$ cat src/rtl/aes_loader_pkg.sv
`default_nettype none
// +----------------------------------------------------------------------------+
// | aes_loader_pkg : shared widths, FSM encoding and word-insert helper        |
// | Rev 1.0                                                                    |
// +----------------------------------------------------------------------------+
package aes_loader_pkg;

   localparam int WORD_W        = 32;
   localparam int BLK_W         = 128;
   localparam int WORDS_PER_BLK = 4;
   localparam int WCNT_W        = $clog2(WORDS_PER_BLK);

   typedef enum logic [1:0] {
      S_KEY    = 2'd0,
      S_TXT    = 2'd1,
      S_LAUNCH = 2'd2
   } loader_state_e;

   // Word 0 lands in the most-significant slot of the block.
   function automatic logic [BLK_W-1:0] insert_word(
      input logic [BLK_W-1:0]  blk,
      input logic [WCNT_W-1:0] idx,
      input logic [WORD_W-1:0] word
   );
      logic [BLK_W-1:0] res;
      res = blk;
      res[BLK_W-1 - int'(idx)*WORD_W -: WORD_W] = word;
      return res;
   endfunction

endpackage
`default_nettype wire

$ cat src/rtl/aes_out_fifo.sv
`default_nettype none
// +----------------------------------------------------------------------------+
// | aes_out_fifo : first-word-fall-through ciphertext buffer with occupancy    |
// | Rev 1.0                                                                    |
// +----------------------------------------------------------------------------+
module aes_out_fifo
   import aes_loader_pkg::*;
#(
   parameter int DEPTH = 4,
   parameter int WIDTH = BLK_W
) (
   input  logic                       clk,
   input  logic                       rst_n,
   input  logic                       wr_en,
   input  logic [WIDTH-1:0]           wr_data,
   input  logic                       rd_en,
   output logic [WIDTH-1:0]           rd_data,
   output logic                       empty,
   output logic [$clog2(DEPTH+1)-1:0] count
);

   localparam int PTR_W = (DEPTH > 1) ? $clog2(DEPTH) : 1;
   localparam int CNT_W = $clog2(DEPTH+1);

   logic [WIDTH-1:0] mem_q [DEPTH];
   logic [PTR_W-1:0] wr_ptr_q, wr_ptr_d;
   logic [PTR_W-1:0] rd_ptr_q, rd_ptr_d;
   logic [CNT_W-1:0] count_q, count_d;
   logic             full;
   logic             do_wr;
   logic             do_rd;

   function automatic logic [PTR_W-1:0] next_ptr(input logic [PTR_W-1:0] p);
      return (p == PTR_W'(DEPTH-1)) ? '0 : p + PTR_W'(1);
   endfunction

   assign empty   = (count_q == '0);
   assign full    = (count_q == CNT_W'(DEPTH));
   assign count   = count_q;
   assign rd_data = mem_q[rd_ptr_q];

   // A pop frees the slot the same cycle, so a write at full is accepted alongside it.
   assign do_rd = rd_en && !empty;
   assign do_wr = wr_en && (!full || do_rd);

   always_comb begin
      wr_ptr_d = wr_ptr_q;
      rd_ptr_d = rd_ptr_q;
      count_d  = count_q;
      if (do_wr) begin
         wr_ptr_d = next_ptr(wr_ptr_q);
      end
      if (do_rd) begin
         rd_ptr_d = next_ptr(rd_ptr_q);
      end
      if (do_wr && !do_rd) begin
         count_d = count_q + CNT_W'(1);
      end else if (do_rd && !do_wr) begin
         count_d = count_q - CNT_W'(1);
      end
   end

   always_ff @(posedge clk or negedge rst_n) begin
      if (!rst_n) begin
         wr_ptr_q <= '0;
         rd_ptr_q <= '0;
         count_q  <= '0;
      end else begin
         wr_ptr_q <= wr_ptr_d;
         rd_ptr_q <= rd_ptr_d;
         count_q  <= count_d;
      end
   end

   always_ff @(posedge clk) begin
      if (do_wr) begin
         mem_q[wr_ptr_q] <= wr_data;
      end
   end

   a_no_overflow: assert property (@(posedge clk) disable iff (!rst_n)
      !(wr_en && full && !do_rd));

endmodule
`default_nettype wire

$ cat src/rtl/aes_word_loader.sv
`default_nettype none
// +----------------------------------------------------------------------------+
// | aes_word_loader : packs 32-bit key/plaintext words into AES-128 launches,  |
// | tracks core latency with a token pipe and buffers ciphertext. Rev 1.0      |
// +----------------------------------------------------------------------------+
module aes_word_loader
   import aes_loader_pkg::*;
#(
   parameter int AES_LATENCY = 21,
   parameter int OUT_DEPTH   = 4
) (
   input  logic              clk,
   input  logic              rst_n,
   input  logic              in_valid,
   output logic              in_ready,
   input  logic [WORD_W-1:0] in_data,
   input  logic              in_key_reuse,
   output logic [BLK_W-1:0]  aes_state,
   output logic [BLK_W-1:0]  aes_key,
   input  logic [BLK_W-1:0]  aes_out,
   output logic              out_valid,
   input  logic              out_ready,
   output logic [BLK_W-1:0]  out_data,
   output logic              key_loaded
);

   localparam int CNT_W = $clog2(OUT_DEPTH+1);

   loader_state_e          state_q, state_d;
   logic [WCNT_W-1:0]      wcnt_q, wcnt_d;
   logic [BLK_W-1:0]       blk_q, blk_d;
   logic [BLK_W-1:0]       key_asm_q, key_asm_d;
   logic [BLK_W-1:0]       key_q, key_d;
   logic                   key_loaded_q, key_loaded_d;
   logic                   in_ready_q, in_ready_d;
   logic [AES_LATENCY-1:0] vld_sr_q, vld_sr_d;
   logic [CNT_W-1:0]       inflight_q, inflight_d;

   logic                   xfer;
   logic                   launch;
   logic                   tail;
   logic                   fifo_empty;
   logic                   fifo_pop;
   logic [CNT_W-1:0]       fifo_count;
   logic [CNT_W:0]         credit;
   logic                   credit_ok;

   assign xfer       = in_valid && in_ready_q;
   assign in_ready   = in_ready_q;
   assign aes_state  = blk_q;
   assign aes_key    = key_q;
   assign key_loaded = key_loaded_q;

   // Blocks in the core plus blocks buffered may never exceed the FIFO depth.
   assign credit    = {1'b0, inflight_q} + {1'b0, fifo_count};
   assign credit_ok = (credit < (CNT_W+1)'(OUT_DEPTH));

   always_comb begin
      state_d      = state_q;
      wcnt_d       = wcnt_q;
      blk_d        = blk_q;
      key_asm_d    = key_asm_q;
      key_d        = key_q;
      key_loaded_d = key_loaded_q;
      launch       = 1'b0;
      unique case (state_q)
         S_KEY: begin
            if (xfer) begin
               if ((wcnt_q == '0) && in_key_reuse && key_loaded_q) begin
                  blk_d   = insert_word(blk_q, '0, in_data);
                  wcnt_d  = WCNT_W'(1);
                  state_d = S_TXT;
               end else begin
                  key_asm_d = insert_word(key_asm_q, wcnt_q, in_data);
                  wcnt_d    = wcnt_q + WCNT_W'(1);
                  if (wcnt_q == WCNT_W'(WORDS_PER_BLK-1)) begin
                     key_d        = key_asm_d;
                     key_loaded_d = 1'b1;
                     state_d      = S_TXT;
                  end
               end
            end
         end
         S_TXT: begin
            if (xfer) begin
               blk_d  = insert_word(blk_q, wcnt_q, in_data);
               wcnt_d = wcnt_q + WCNT_W'(1);
               if (wcnt_q == WCNT_W'(WORDS_PER_BLK-1)) begin
                  state_d = S_LAUNCH;
               end
            end
         end
         S_LAUNCH: begin
            if (credit_ok) begin
               launch  = 1'b1;
               state_d = S_KEY;
            end
         end
         default: begin
            state_d = S_KEY;
            wcnt_d  = '0;
         end
      endcase
   end

   // Registered from the next state so in_ready is low throughout reset.
   assign in_ready_d = (state_d != S_LAUNCH);

   generate
      if (AES_LATENCY == 1) begin : g_sr_single
         assign vld_sr_d = launch;
      end else begin : g_sr_multi
         assign vld_sr_d = {vld_sr_q[AES_LATENCY-2:0], launch};
      end
   endgenerate

   assign tail = vld_sr_q[AES_LATENCY-1];

   always_comb begin
      inflight_d = inflight_q + CNT_W'(launch) - CNT_W'(tail);
   end

   always_ff @(posedge clk or negedge rst_n) begin
      if (!rst_n) begin
         state_q      <= S_KEY;
         wcnt_q       <= '0;
         blk_q        <= '0;
         key_asm_q    <= '0;
         key_q        <= '0;
         key_loaded_q <= 1'b0;
         in_ready_q   <= 1'b0;
         vld_sr_q     <= '0;
         inflight_q   <= '0;
      end else begin
         state_q      <= state_d;
         wcnt_q       <= wcnt_d;
         blk_q        <= blk_d;
         key_asm_q    <= key_asm_d;
         key_q        <= key_d;
         key_loaded_q <= key_loaded_d;
         in_ready_q   <= in_ready_d;
         vld_sr_q     <= vld_sr_d;
         inflight_q   <= inflight_d;
      end
   end

   assign out_valid = !fifo_empty;
   assign fifo_pop  = out_valid && out_ready;

   aes_out_fifo #(
      .DEPTH (OUT_DEPTH),
      .WIDTH (BLK_W)
   ) u_fifo (
      .clk     (clk),
      .rst_n   (rst_n),
      .wr_en   (tail),
      .wr_data (aes_out),
      .rd_en   (fifo_pop),
      .rd_data (out_data),
      .empty   (fifo_empty),
      .count   (fifo_count)
   );

   a_credit_bound: assert property (@(posedge clk) disable iff (!rst_n)
      credit <= (CNT_W+1)'(OUT_DEPTH));

endmodule
`default_nettype wire

$ cat config.mk
export PLATFORM = sky130hd
export DESIGN_NAME = aes_word_loader
export DESIGN_NICKNAME = d
export VERILOG_FILES = /design/src/rtl/aes_loader_pkg.sv /design/src/rtl/aes_out_fifo.sv /design/src/rtl/aes_word_loader.sv
export SDC_FILE = /design/constraint.sdc
export NUM_CORES = 1
export LEC_CHECK = 0
export CORE_MARGIN = 5
export CORE_UTILIZATION = 48
export CTS_CLUSTER_SIZE = 24
export DETAILED_ROUTE_END_ITERATION = 12
export PLACE_DENSITY = 0.75
export REMOVE_ABC_BUFFERS = 1
export SLEW_MARGIN = 10
export SYNTH_ARGS = -nofsm -noshare
export SYNTH_HDL_FRONTEND = slang
export SYNTH_SLANG_ARGS = --single-unit
$ cat constraint.sdc
create_clock -name clk -period 3.87 [get_ports clk]
set_input_delay 0.774 -clock clk [delete_from_list [all_inputs] [get_ports clk]]
set_output_delay 0.774 -clock clk [all_outputs]
set_load 0.01 [all_outputs]
-- Yosys cells after proc, flatten, opt, wreduce, memory -nomap -nowiden
Memories as Yosys holds them, arrays and structs flattened.
Cells that the tools add are included.
- add/subtract/negate cells: 10
- order comparisons: 1
- equal/unequal tests: 10
- shift operators: 2
- muxes and demuxes: 25
- bitwise logic cells: 3
- reductions and logical operators: 23
- operators by type and width (cell ; number):
    $mux W128 ; 3
    $bwmux W128 ; 2
    $pmux W128 S2 ; 1
    $shift A32 B33 Y159 const A ; 1
    $shiftx A32 B33 Y159 ; 1
    $neg A8 Y33 ; 1
    $mux W2 ; 11
    $pmux W2 S3 ; 2
    $reduce_and A3 Y1 ; 3
    $eq A2 B2 Y1 const B ; 4
    $logic_and A1 B1 Y1 ; 8
    $ne A2 B2 Y1 const B ; 4
    $reduce_and A4 Y1 ; 2
    $sub A7 B7 Y8 const A ; 1
    $add A2 B1 Y2 const B ; 3
    $mux W3 ; 2
    $add A3 B3 Y4 ; 1
    $logic_not A1 Y1 ; 4
    $logic_not A2 Y1 ; 2
    $lt A4 B3 Y1 const B ; 1
    $mux W1 ; 4
    $reduce_bool A2 Y1 ; 2
    $add A3 B1 Y3 ; 1
    $add A3 B1 Y3 const B ; 1
    7 further kinds ; 9
- register bits after elaboration: 421
- RAM bits: 512
- bits of input ports: 165
- memories: 1
- memories (memory ; words ; bits a word ; rd ports ; clocked after Yosys merged registers in ; write ports ; RTL line ; text):
    u_fifo.mem_q ; 4 ; 128 ; 1 ; 0 ; 1 ; aes_out_fifo.sv:25 ; logic [WIDTH-1:0] mem_q [DEPTH];

-- Longest topological paths before layout
Gate-level depths: netlist (run 1).
- depth after elaboration: 10
- mapped depth: 11
- depth with buffers taken out: 11

-- By module
From an unflattened synthesis (run 1), not the netlist that was laid out.
- cells, all modules: 2286
- area, all modules: 35728.0 µm²
- modules (own cells, without submodules) (module ; instances ; cells each ; area an instance (µm²)):
    aes_out_fifo ; 1 ; 705 ; 18903.1
    aes_word_loader ; 1 ; 1581 ; 16824.9

-- Least setup slack after synthesis (run 1)
OpenSTA, ideal clock, no wires.
- kind: input-to-reg
- start: input out_ready
- end: memory u_fifo.mem_q[0][0] (netlist name), enable pin
- library setup time: 0.502 ns
- data arrival time: 3.974 ns
- required time: 3.368 ns
- setup slack: -0.606 ns
- stages on the path: 2
- path buffers: 0
- path through: o41a_1 > and2_1
- cells in the longest elaborated chain, start to end: 6
- RTL lines (item ; RTL line ; text):
    from (decl) ; aes_word_loader.sv:22 ; input logic out_ready,
    $logic_and A1 B1 Y1 ; aes_word_loader.sv:148 ; assign fifo_pop = out_valid && out_ready;
    $logic_and A1 B1 Y1 ; aes_out_fifo.sv:43 ; assign do_rd = rd_en && !empty;
    $logic_or A1 B1 Y1 ; aes_out_fifo.sv:44 ; assign do_wr = wr_en && (!full || do_rd);
    $logic_and A1 B1 Y1 ; aes_out_fifo.sv:44 ;
    $mux W1 ; aes_out_fifo.sv:76 ; if (do_wr) begin
    $mux W1 (implied by the code) ; aes_out_fifo.sv:77 ; mem_q[wr_ptr_q] <= wr_data;
    to (decl) ; aes_out_fifo.sv:25 ;
No other way between the ends.

-- Worst setup path in the final report (run 1)
- start: register u_fifo.rd_ptr_q[0]
- end: output out_data[106]
- cells in the longest elaborated chain, start to end: 1
- RTL lines (item ; RTL line ; text):
    from (decl) ; aes_out_fifo.sv:27 ; logic [PTR_W-1:0] rd_ptr_q, rd_ptr_d;
    from (signal assigned) ; aes_out_fifo.sv:70 ; rd_ptr_q <= rd_ptr_d;
    $mem_v2 Z4 W128 ; - ;
    to (decl) ; aes_word_loader.sv:23 ; output logic [BLK_W-1:0] out_data,
No other way between the ends.

==> reports/metrics.cfg, run 1 <==
[clock_tree]
cts_made_buffers=89
worstSkewPairLatency_ps=630
holdBufCountCts=0
cts_setup_buffers=0
cts_tree=yes
cts_buffer_depth=3
cts_root_buf=clkbuf_16
cts_resized=0
cts_max_level=3
path_clk_slew_ps=60
cts.sinks=901

[grt]
grt_pass1_vias=21900
gr-total-overflow=0
grt_start_max_net_pins=97
grt_usage_pct=24.0
grt_pass1_wl_um=142000
antenna_found_initial=17

[synthesis]
synth_area_sq_um=35000
avgSynthCellArea_sq_um=17.8
async_flop_share_pct=43.2
ys.flop_type=edfxtp_1
synth-seq-cells=901
netlist-cell-type-count=49
syn_inst=1965
synth_edf_count=512
seq_area_frac_synth_pct=71.8
yosysWarnings=0

[timing]
rsz0062_at_grt=false
holdWs_ps=176
setup_violations=0
relSlewSlack_pct=31.0
tightest_slew_ps=1030
slew_viol_final=0
fin_crit_ps=3630
max_freq_ghz=0.275
timing.final.crit_share_pct=93.8
finalClockSkew_ps=16.0
hold_viol=0

[worst_setup_path]
reg2reg_from=u_fifo.count[1]$_DFFE_PN0P_
crit_type=flip-flop to output port
worst-path-max-fanout=49
cp_slowest_stage_delay_ps=640
path_cells=buf_12 -> mux4_2 -> clkdlybuf4s50_1
required_ps=3100
reg2reg_to=inflight_q[2]$_DFF_PN0_
reg2regPathDepth=11
crit_path_end_kind=output port
critPathArrivalTime_ps=2860
reg2reg_slack_ps=870
start_kind=flip-flop
crit_path_top_delay_cell=dfrtp_4

[floorplan]
die_h_um=280
fp-row-count=99
coreArea_sq_um=72600
start_util_pct=48.2
die_area_sq_um=78400
die_x_um=280
top_level_ports=552

[detailed_routing]
ant_nets=0
drt_pass1_iterations=7
wl_um=95200
drc_errors=0
vias_per_cell=5.82
via_count=20600
drt_iter0_markers=1766
routedWlPerCell_um=27.0

[pwr]
powerDensity_nw_per_um2=732
p_leak_nw=17.3
vdd_ir_drop_max_v=0.000449
finalPower_mw=33.0

[cells_and_area]
drive_gt1_share_pct=20.7
instances_no_fill=3533
fin_area_sq_um=45100
finalNetCount=2673
areaGrowthSynthToFinish_pct=28.8

[flow_run]
drv_cap=0

[min_path]
hold_path.class=input pin to async pin

[placed_design]
port_buffers=551
dp_hpwl_um=60700
place.gp.congestion=0.835
place_area_sq_um=41800
placed_cells=3360

[outcome]
status=completed

==> synthesized netlist by cell type, types with 7 or more instances <==
cell type | instances | share of area, %
mux2_2 | 168 | 5.4
ha_1 | 14 | 0.50
nor2b_1 | 66 | 1.2
dfrtp_1 | 389 | 28
and3_1 | 34 | 0.61
edfxtp_1 | 512 | 44
a22o_1 | 128 | 3.2
clkbuf_1 | 113 | 1.2
mux4_2 | 128 | 8.2
o21ai_0 | 66 | 0.94
and2_1 | 68 | 1.2
nand2_1 | 8 | 0.086
inv_1 | 11 | 0.12
o31ai_1 | 64 | 1.4
buf_1 | 7 | 0.075
buf_2 | 47 | 0.67
mux2_1 | 29 | 0.93
a31oi_1 | 64 | 1.1
==> area by class of cell <==
class | instances | area (sq um)
Antenna cell | 8 | 20.0
Sequential cell | 901 | 25100
Clock inverter | 49 | 783
Inverter | 12 | 45.0
Clock buffer | 116 | 2480
Fill cell | 5129 | 27500
Timing Repair Buffer | 609 | 6260
Multi-Input combinational cell | 879 | 9160
Tap cell | 959 | 1200
==> placed cells by master, fill, tap and decap left out, types with 5 or more instances in the layout <==
cell             synthesis  routed
clkdlybuf4s50_1          0     550
edfxtp_1               512     512
dfrtp_1                389     387
mux2_2                 168     168
mux4_2                 128     128
a22o_1                 128     128
clkbuf_16                0      89
o21ai_0                 66      66
and2_1                  68      64
nor2b_1                 66      64
a31oi_1                 64      64
o31ai_1                 64      64
buf_4                    0      34
and3_1                  34      33
mux2_1                  29      29
buf_12                   0      24
clkinv_2                 0      18
bufinv_16                0      17
clkbuf_8                 0      15
ha_1                    14      12
clkbuf_1               113      12
inv_1                   11      11
diode_2                  0       8
xnor2_1                  5       5
nand2_1                  8       5
==> sequential cells by signal, summed over array words and instances (netlist names) <==
signal           flops
aes_key            128
aes_state          128
in_ready             1
inflight_q           3
key_asm_q           96
key_loaded           1
state_q              2
u_fifo.count         3
u_fifo.mem_q       512
u_fifo.rd_ptr_q      2
u_fifo.wr_ptr_q      2
vld_sr_q            21
wcnt_q               2
==> worst max path at each step <==
| stage | cells after the start | endpoint | startpoint |
|---|---|---|---|
| global route | 3 | out_data[106] | u_fifo.rd_ptr_q[0]$_DFFE_PN0P_ |
| detailed placement | 4 | aes_state[1]$_DFFE_PN0P_ | in_valid |
| finish | 3 | out_data[106] | u_fifo.rd_ptr_q[0]$_DFFE_PN0P_ |
| global placement | 4 | aes_state[1]$_DFFE_PN0P_ | in_valid |
| floorplan | 1 | out_data[0] | u_fifo.rd_ptr_q[0]$_DFFE_PN0P_ |
| CTS | 3 | out_data[106] | u_fifo.rd_ptr_q[0]$_DFFE_PN0P_ |
==> power breakdown <==
| part | leakage, nW | internal [mW] | switching [mW] | total (mW) |
|---|---|---|---|---|
| Combinational | 5.87 | 5.73 | 5.35 | 11.1 |
| Sequential | 9.82 | 11.5 | 0.927 | 12.5 |
| Clock | 1.60 | 5.70 | 3.72 | 9.42 |
==> metrics by stage <==
stage	setup TNS, ps	utilization [%]	setup WS (ps)
5_1_grt	0	62.1	63.8
6_report	0	62.1	239
4_1_cts	0	62.0	147
3_5_place_dp	0	57.6	806
3_3_place_gp	0	57.6	896
2_1_floorplan	-665140	-	-2560
==> worst max-delay path: cells and delay by family, from the launching register on <==
kind,cells,cell delay [ps]
buffers and inverters,2,900
flip-flops,1,640
multiplexers,1,610
==> cells by family after synthesis <==
logic type                 Yosys count  synth area share [%]
DFF                                901                  71.8
AOI/OAI and AO/OA                  333                  6.97
muxes                              325                  14.6
and+or+nand+nor                    199                  3.61
buffers and inverters              185                  2.28
adders and majority gates           16                 0.615
xor gates and xnor gates             6                 0.150
==> layer usage <==
| layer | wire [um] | vias to the layer above | track usage (%) | share of wire (%) |
|---|---|---|---|---|
| met3 | 9840 | 175 | 8.72 | 10 |
| li1 | - | 8715 | - | - |
| met2 | 46400 | 898 | 38.8 | 49 |
| met5 | 116 | - | 0 | 0.12 |
| met1 | 36300 | 10700 | 30.8 | 38 |
| met4 | 2560 | 18 | 7.22 | 2.7 |
No activity file was read; power rests on OpenSTA's default activity.
==> run 2: changes to the inputs <==
--- a/config.mk
+++ b/config.mk
@@ -5,7 +5,7 @@
 export SDC_FILE = /design/constraint.sdc
 export NUM_CORES = 1
 export LEC_CHECK = 0
-export CORE_MARGIN = 5
+export CORE_ASPECT_RATIO = 0.8
 export CORE_UTILIZATION = 48
 export CTS_CLUSTER_SIZE = 24
 export DETAILED_ROUTE_END_ITERATION = 12
==> reports/metrics.cfg, run 2 (same netlist as run 1, synthesis figures left out) <==
[outcome]
status=completed

[worst_setup_path]
setup.worst_path.end=out_data[10]
crit_path_start=u_fifo.rd_ptr_q[0]$_DFFE_PN0P_
crit_type=flip-flop to output port
reg2reg_to=aes_key[14]$_DFFE_PN0P_
path_cells=buf_12 -> buf_12 -> mux4_2 -> clkdlybuf4s50_1
crit_top_cell=buf_12
crit_path_end_kind=output port
worst-path-max-fanout=18
critPathArrivalTime_ps=2870
reg2reg_from=wcnt_q[0]$_DFFE_PN0P_
required_ps=3100
cp_slowest_stage_delay_ps=680
crit_path_top_delay_cell=dfrtp_4
reg2reg_slack_ps=800
start_kind=flip-flop
reg2regPathDepth=6

[floorplan]
die_area_sq_um=74000
die_h_um=243
start_util_pct=48.5
top_level_ports=552
die_x_um=304
coreArea_sq_um=72100
fp-row-count=88

[clock_tree]
cts_tree=yes
cts_buffer_depth=3
holdBufCountCts=0
cts_resized=0
cts.sinks=901
cts_max_level=3
cts_root_buf=clkbuf_16
path_clk_slew_ps=60
cts_setup_buffers=0
cts_made_buffers=87
worstSkewPairLatency_ps=640

[detailed_routing]
via_count=20500
wl_um=93000
drt_pass1_iterations=5
vias_per_cell=5.83
drc_errors=0
routedWlPerCell_um=26.4
drt_iter0_markers=1706
ant_nets=0

[grt]
grt_pass1_vias=21700
grt_start_max_net_pins=94
gr-total-overflow=0
grt_pass1_wl_um=140000
grt_usage_pct=25.2
antenna_found_initial=7

[placed_design]
dp_hpwl_um=58700
place.gp.congestion=0.820
port_buffers=551
pre_cts_ws_ps=845
place_area_sq_um=41800

[timing]
tightest_slew_ps=1010
relSlewSlack_pct=32.5
timing.final.crit_share_pct=94.2
setup_violations=0
max_freq_ghz=0.274
fin_crit_ps=3650
rsz0062_at_grt=false
hold_viol=0
fin_ws_ps=225
slew_viol_final=0
finalClockSkew_ps=21.1
holdWs_ps=192

[cells_and_area]
fin_area_sq_um=44800
finalNetCount=2677
final_util_pct=62.1
layout_common_cells=550 x clkdlybuf4s50_1, 512 x edfxtp_1, 386 x dfrtp_1
areaGrowthSynthToFinish_pct=28.1
top_register=u_fifo.mem_q
mostFrequentLayoutCell=clkdlybuf4s50_1
largest_reg_flops=512
drive_gt1_share_pct=20.6

[pwr]
p_leak_nw=17.1
vdd_ir_drop_max_v=0.000452
powerDensity_nw_per_um2=723
finalPower_mw=32.4

[flow_run]
drv_cap=0

[min_path]
hold_path.class=input pin to async pin

==> run 2: changes by cell type in the layout (fill, tap and decap cells not counted), sizes merged <==
cell      before  now
buf           59   65
bufinv        17    7
clkbuf       116  121
clkinv        27   21
clkinvlp       2    9
diode          8    4
inv           15   16
==> run 2: how the worst min path moves through the flow <==
stage | slack (ps) | end | start | depth (start not counted)
after global placement | 330 | vld_sr_q[7]$_DFF_PN0_ | vld_sr_q[6]$_DFF_PN0_ | 0
final | 190 | key_asm_q[34]$_DFFE_PN0P_ | rst_n | 1
after CTS | 190 | key_asm_q[123]$_DFFE_PN0P_ | rst_n | 1
after global routing | 220 | key_asm_q[34]$_DFFE_PN0P_ | rst_n | 1
after floorplan | 330 | vld_sr_q[10]$_DFF_PN0_ | vld_sr_q[9]$_DFF_PN0_ | 0
after detailed placement | 330 | vld_sr_q[5]$_DFF_PN0_ | vld_sr_q[4]$_DFF_PN0_ | 0
==> run 2: metrics by stage <==
stage	instances	setup TNS [ps]
6_report	3518	0
5_1_grt	3515	0
4_1_cts	3514	0
3_5_place_dp	3352	0
3_3_place_gp	3352	0
2_1_floorplan	1792	-665140
==> run 2: final cells by class <==
cell class | count | area [sq um]
Timing Repair Buffer | 615 | 6310
Fill cell | 5068 | 27300
Tap cell | 945 | 1180
Clock buffer | 121 | 2490
Sequential cell | 901 | 25100
Multi-Input combinational cell | 879 | 9170
Clock inverter | 41 | 465
Inverter | 12 | 45.0
Antenna cell | 4 | 10.0
==> run 2: routing by layer <==
metal  up-vias  wire (um)  GRT usage [%]  part of all wire, %
met5         -         66              0                0.071
met3       161       9190           8.63                  9.9
li1       8707          -              -                    -
met1     10700      36800           32.9                   40
met4         8       2130           7.32                  2.3
met2       904      44800           40.3                   48
==> run 2: power by group <==
group          switching (mW)  total [mW]  internal [mW]
clock                    3.67        8.67           5.00
combinational            5.26        11.1           5.83
sequential               1.07        12.6           11.5
==> run 2: worst max-delay path, delay by kind of cell (launching register included) <==
family	cells	cell delay, ps
buf+inv	3	980
flops	1	680
mux	1	530
==> run 3: changes to the inputs <==
--- a/config.mk
+++ b/config.mk
@@ -11,6 +11,7 @@
 export DETAILED_ROUTE_END_ITERATION = 12
 export PLACE_DENSITY = 0.75
 export REMOVE_ABC_BUFFERS = 1
+export SETUP_SLACK_MARGIN = 0.3
 export SLEW_MARGIN = 10
 export SYNTH_ARGS = -nofsm -noshare
 export SYNTH_HDL_FRONTEND = slang
==> reports/metrics.cfg, run 3 (same netlist as run 1, synthesis figures left out) <==
[outcome]
status=completed

[floorplan]
top_level_ports=552
start_util_pct=48.5
die_h_um=243
fp-row-count=88
die_area_sq_um=74000
coreArea_sq_um=72100
die_x_um=304

[timing]
timing.final.crit_share_pct=88.1
holdWs_ps=191
tightest_slew_ps=1020
hold_viol=0
relSlewSlack_pct=31.9
finalClockSkew_ps=21.5
setup_violations=0
max_freq_ghz=0.293
fin_ws_ps=462
slew_viol_final=0
setup_tns_ps=0
fin_crit_ps=3410
rsz0062_at_grt=false

[pwr]
combPwrFrac_pct=34.6
p_leak_nw=17.2
powerDensity_nw_per_um2=723
p_int_mw=22.4
vdd_ir_drop_max_v=0.000452
p_clk_share_pct=26.8
p_sw_share_pct=30.9
p_sw_mw=10.0
seqPwrFrac_pct=38.7

[detailed_routing]
vias_per_cell=5.81
routedWlPerCell_um=26.5
drt_iter0_markers=1591
drc_errors=0
drt_pass1_iterations=5
ant_nets=0
wl_um=93200
via_count=20500

[clock_tree]
cts_tree=yes
cts_buffer_depth=3
cts.sinks=901
holdBufCountCts=0
cts_root_buf=clkbuf_16
path_clk_slew_ps=60
worstSkewPairLatency_ps=640
cts_max_level=3
cts_made_buffers=87

[grt]
antenna_found_initial=7
grt_start_max_net_pins=94
grt_pass1_wl_um=140000
grt_usage_pct=25.3
gr-total-overflow=0
grt_pass1_vias=21700

[placed_design]
port_buffers=551
place.gp.congestion=0.820
dp_hpwl_um=58700
pre_cts_ws_ps=845
placed_cells=3352

[flow_run]
drv_cap=0

[cells_and_area]
mostFrequentLayoutCell=clkdlybuf4s50_1
finalNetCount=2679
drive_gt1_share_pct=20.6
layout_common_cells=550 x clkdlybuf4s50_1, 512 x edfxtp_1, 386 x dfrtp_1
top_register=u_fifo.mem_q
areaGrowthSynthToFinish_pct=28.1
fillCellCount=5066
instances_no_fill=3520
largest_reg_flops=512

[worst_setup_path]
crit_type=flip-flop to output port
crit_family=buffers and inverters
crit_path_top_delay_cell=mux4_2
crit_buf_inv=3
start_kind=flip-flop
worst-path-max-fanout=17
crit_top_cell=buf_12
cp_slowest_stage_delay_ps=530
required_ps=3100
path_cells=buf_12 -> buf_12 -> mux4_2 -> clkdlybuf4s50_1
crit_path_start=u_fifo.rd_ptr_q[0]$_DFFE_PN0P_
critPathArrivalTime_ps=2630
reg2reg_from=wcnt_q[0]$_DFFE_PN0P_
crit_path_end_kind=output port

[min_path]
hold_path.class=input pin to async pin

## run 3: cell types whose count changed in the layout (fill, tap and decap cells not counted)
cell,previous run,this run
buf_4,39,40
buf_12,25,26
## run 3: stage by stage
stage / cell area, sq um / total power, mW / utilization, %
detailed placement: 41800 / 23.8 / 58.0
floorplan: 34200 / 18.0 / -
global route: 44800 / 33.7 / 62.1
CTS: 44800 / 32.6 / 62.1
finish: 44800 / 32.4 / 62.1
global placement: 41800 / 23.6 / 58.0
## run 3: path summary, 6_finish.rpt
path                       slack [ps]                   endpoint  cells after the start
setup / recovery                  460               out_data[10]                      4
hold reg to reg                   340      vld_sr_q[7]$_DFF_PN0_                      0
setup reg to reg                  800    aes_key[14]$_DFFE_PN0P_                      6
hold / removal                    190  key_asm_q[34]$_DFFE_PN0P_                      1
min in group clk                  340      vld_sr_q[7]$_DFF_PN0_                      0
max in group asynchronous        2550  key_asm_q[59]$_DFFE_PN0P_                      3
## run 3: cell type report
class	count	area, sq um	share of cell area (%)
sequential	901	25100	56.0
clock buffer	121	2490	5.55
timing repair buffer	617	6340	14.1
multi-input combinational	879	9170	20.5
tap	945	1180	2.64
clock inverter	41	465	1.04
inverter	12	45.0	0.100
antenna	4	10.0	0.0223
## run 3: per-layer routing
metal	track usage [%]	routed length, um
met5	0	66
met2	40.5	45100
met1	32.9	36800
met3	8.70	9170
met4	7.32	2090
## run 3: worst register-to-register path: cells and delay by family, from the launching register on
kind / cells / cell delay [ps]
and+or+nand+nor: 2 / 700
adders and majority gates: 1 / 400
buffers and inverters: 2 / 770
AOI/OAI and AO/OA: 1 / 230
DFF: 1 / 920
## run 3: repair_timing
item                                    CTS  global route
gates resized for setup                   0             0
buffers inserted                          2             0
endpoints found under the setup margin  101             0
## run 3: power by group through the flow
stage | clock, mW | sequential (mW) | combinational, mW
after floorplan | 0 | 13.2 | 4.80
after global placement | 0 | 12.7 | 10.9
after global routing | 9.18 | 12.7 | 11.9
after CTS | 8.81 | 12.5 | 11.3
after detailed placement | 0 | 12.8 | 11.1
final | 8.68 | 12.5 | 11.2
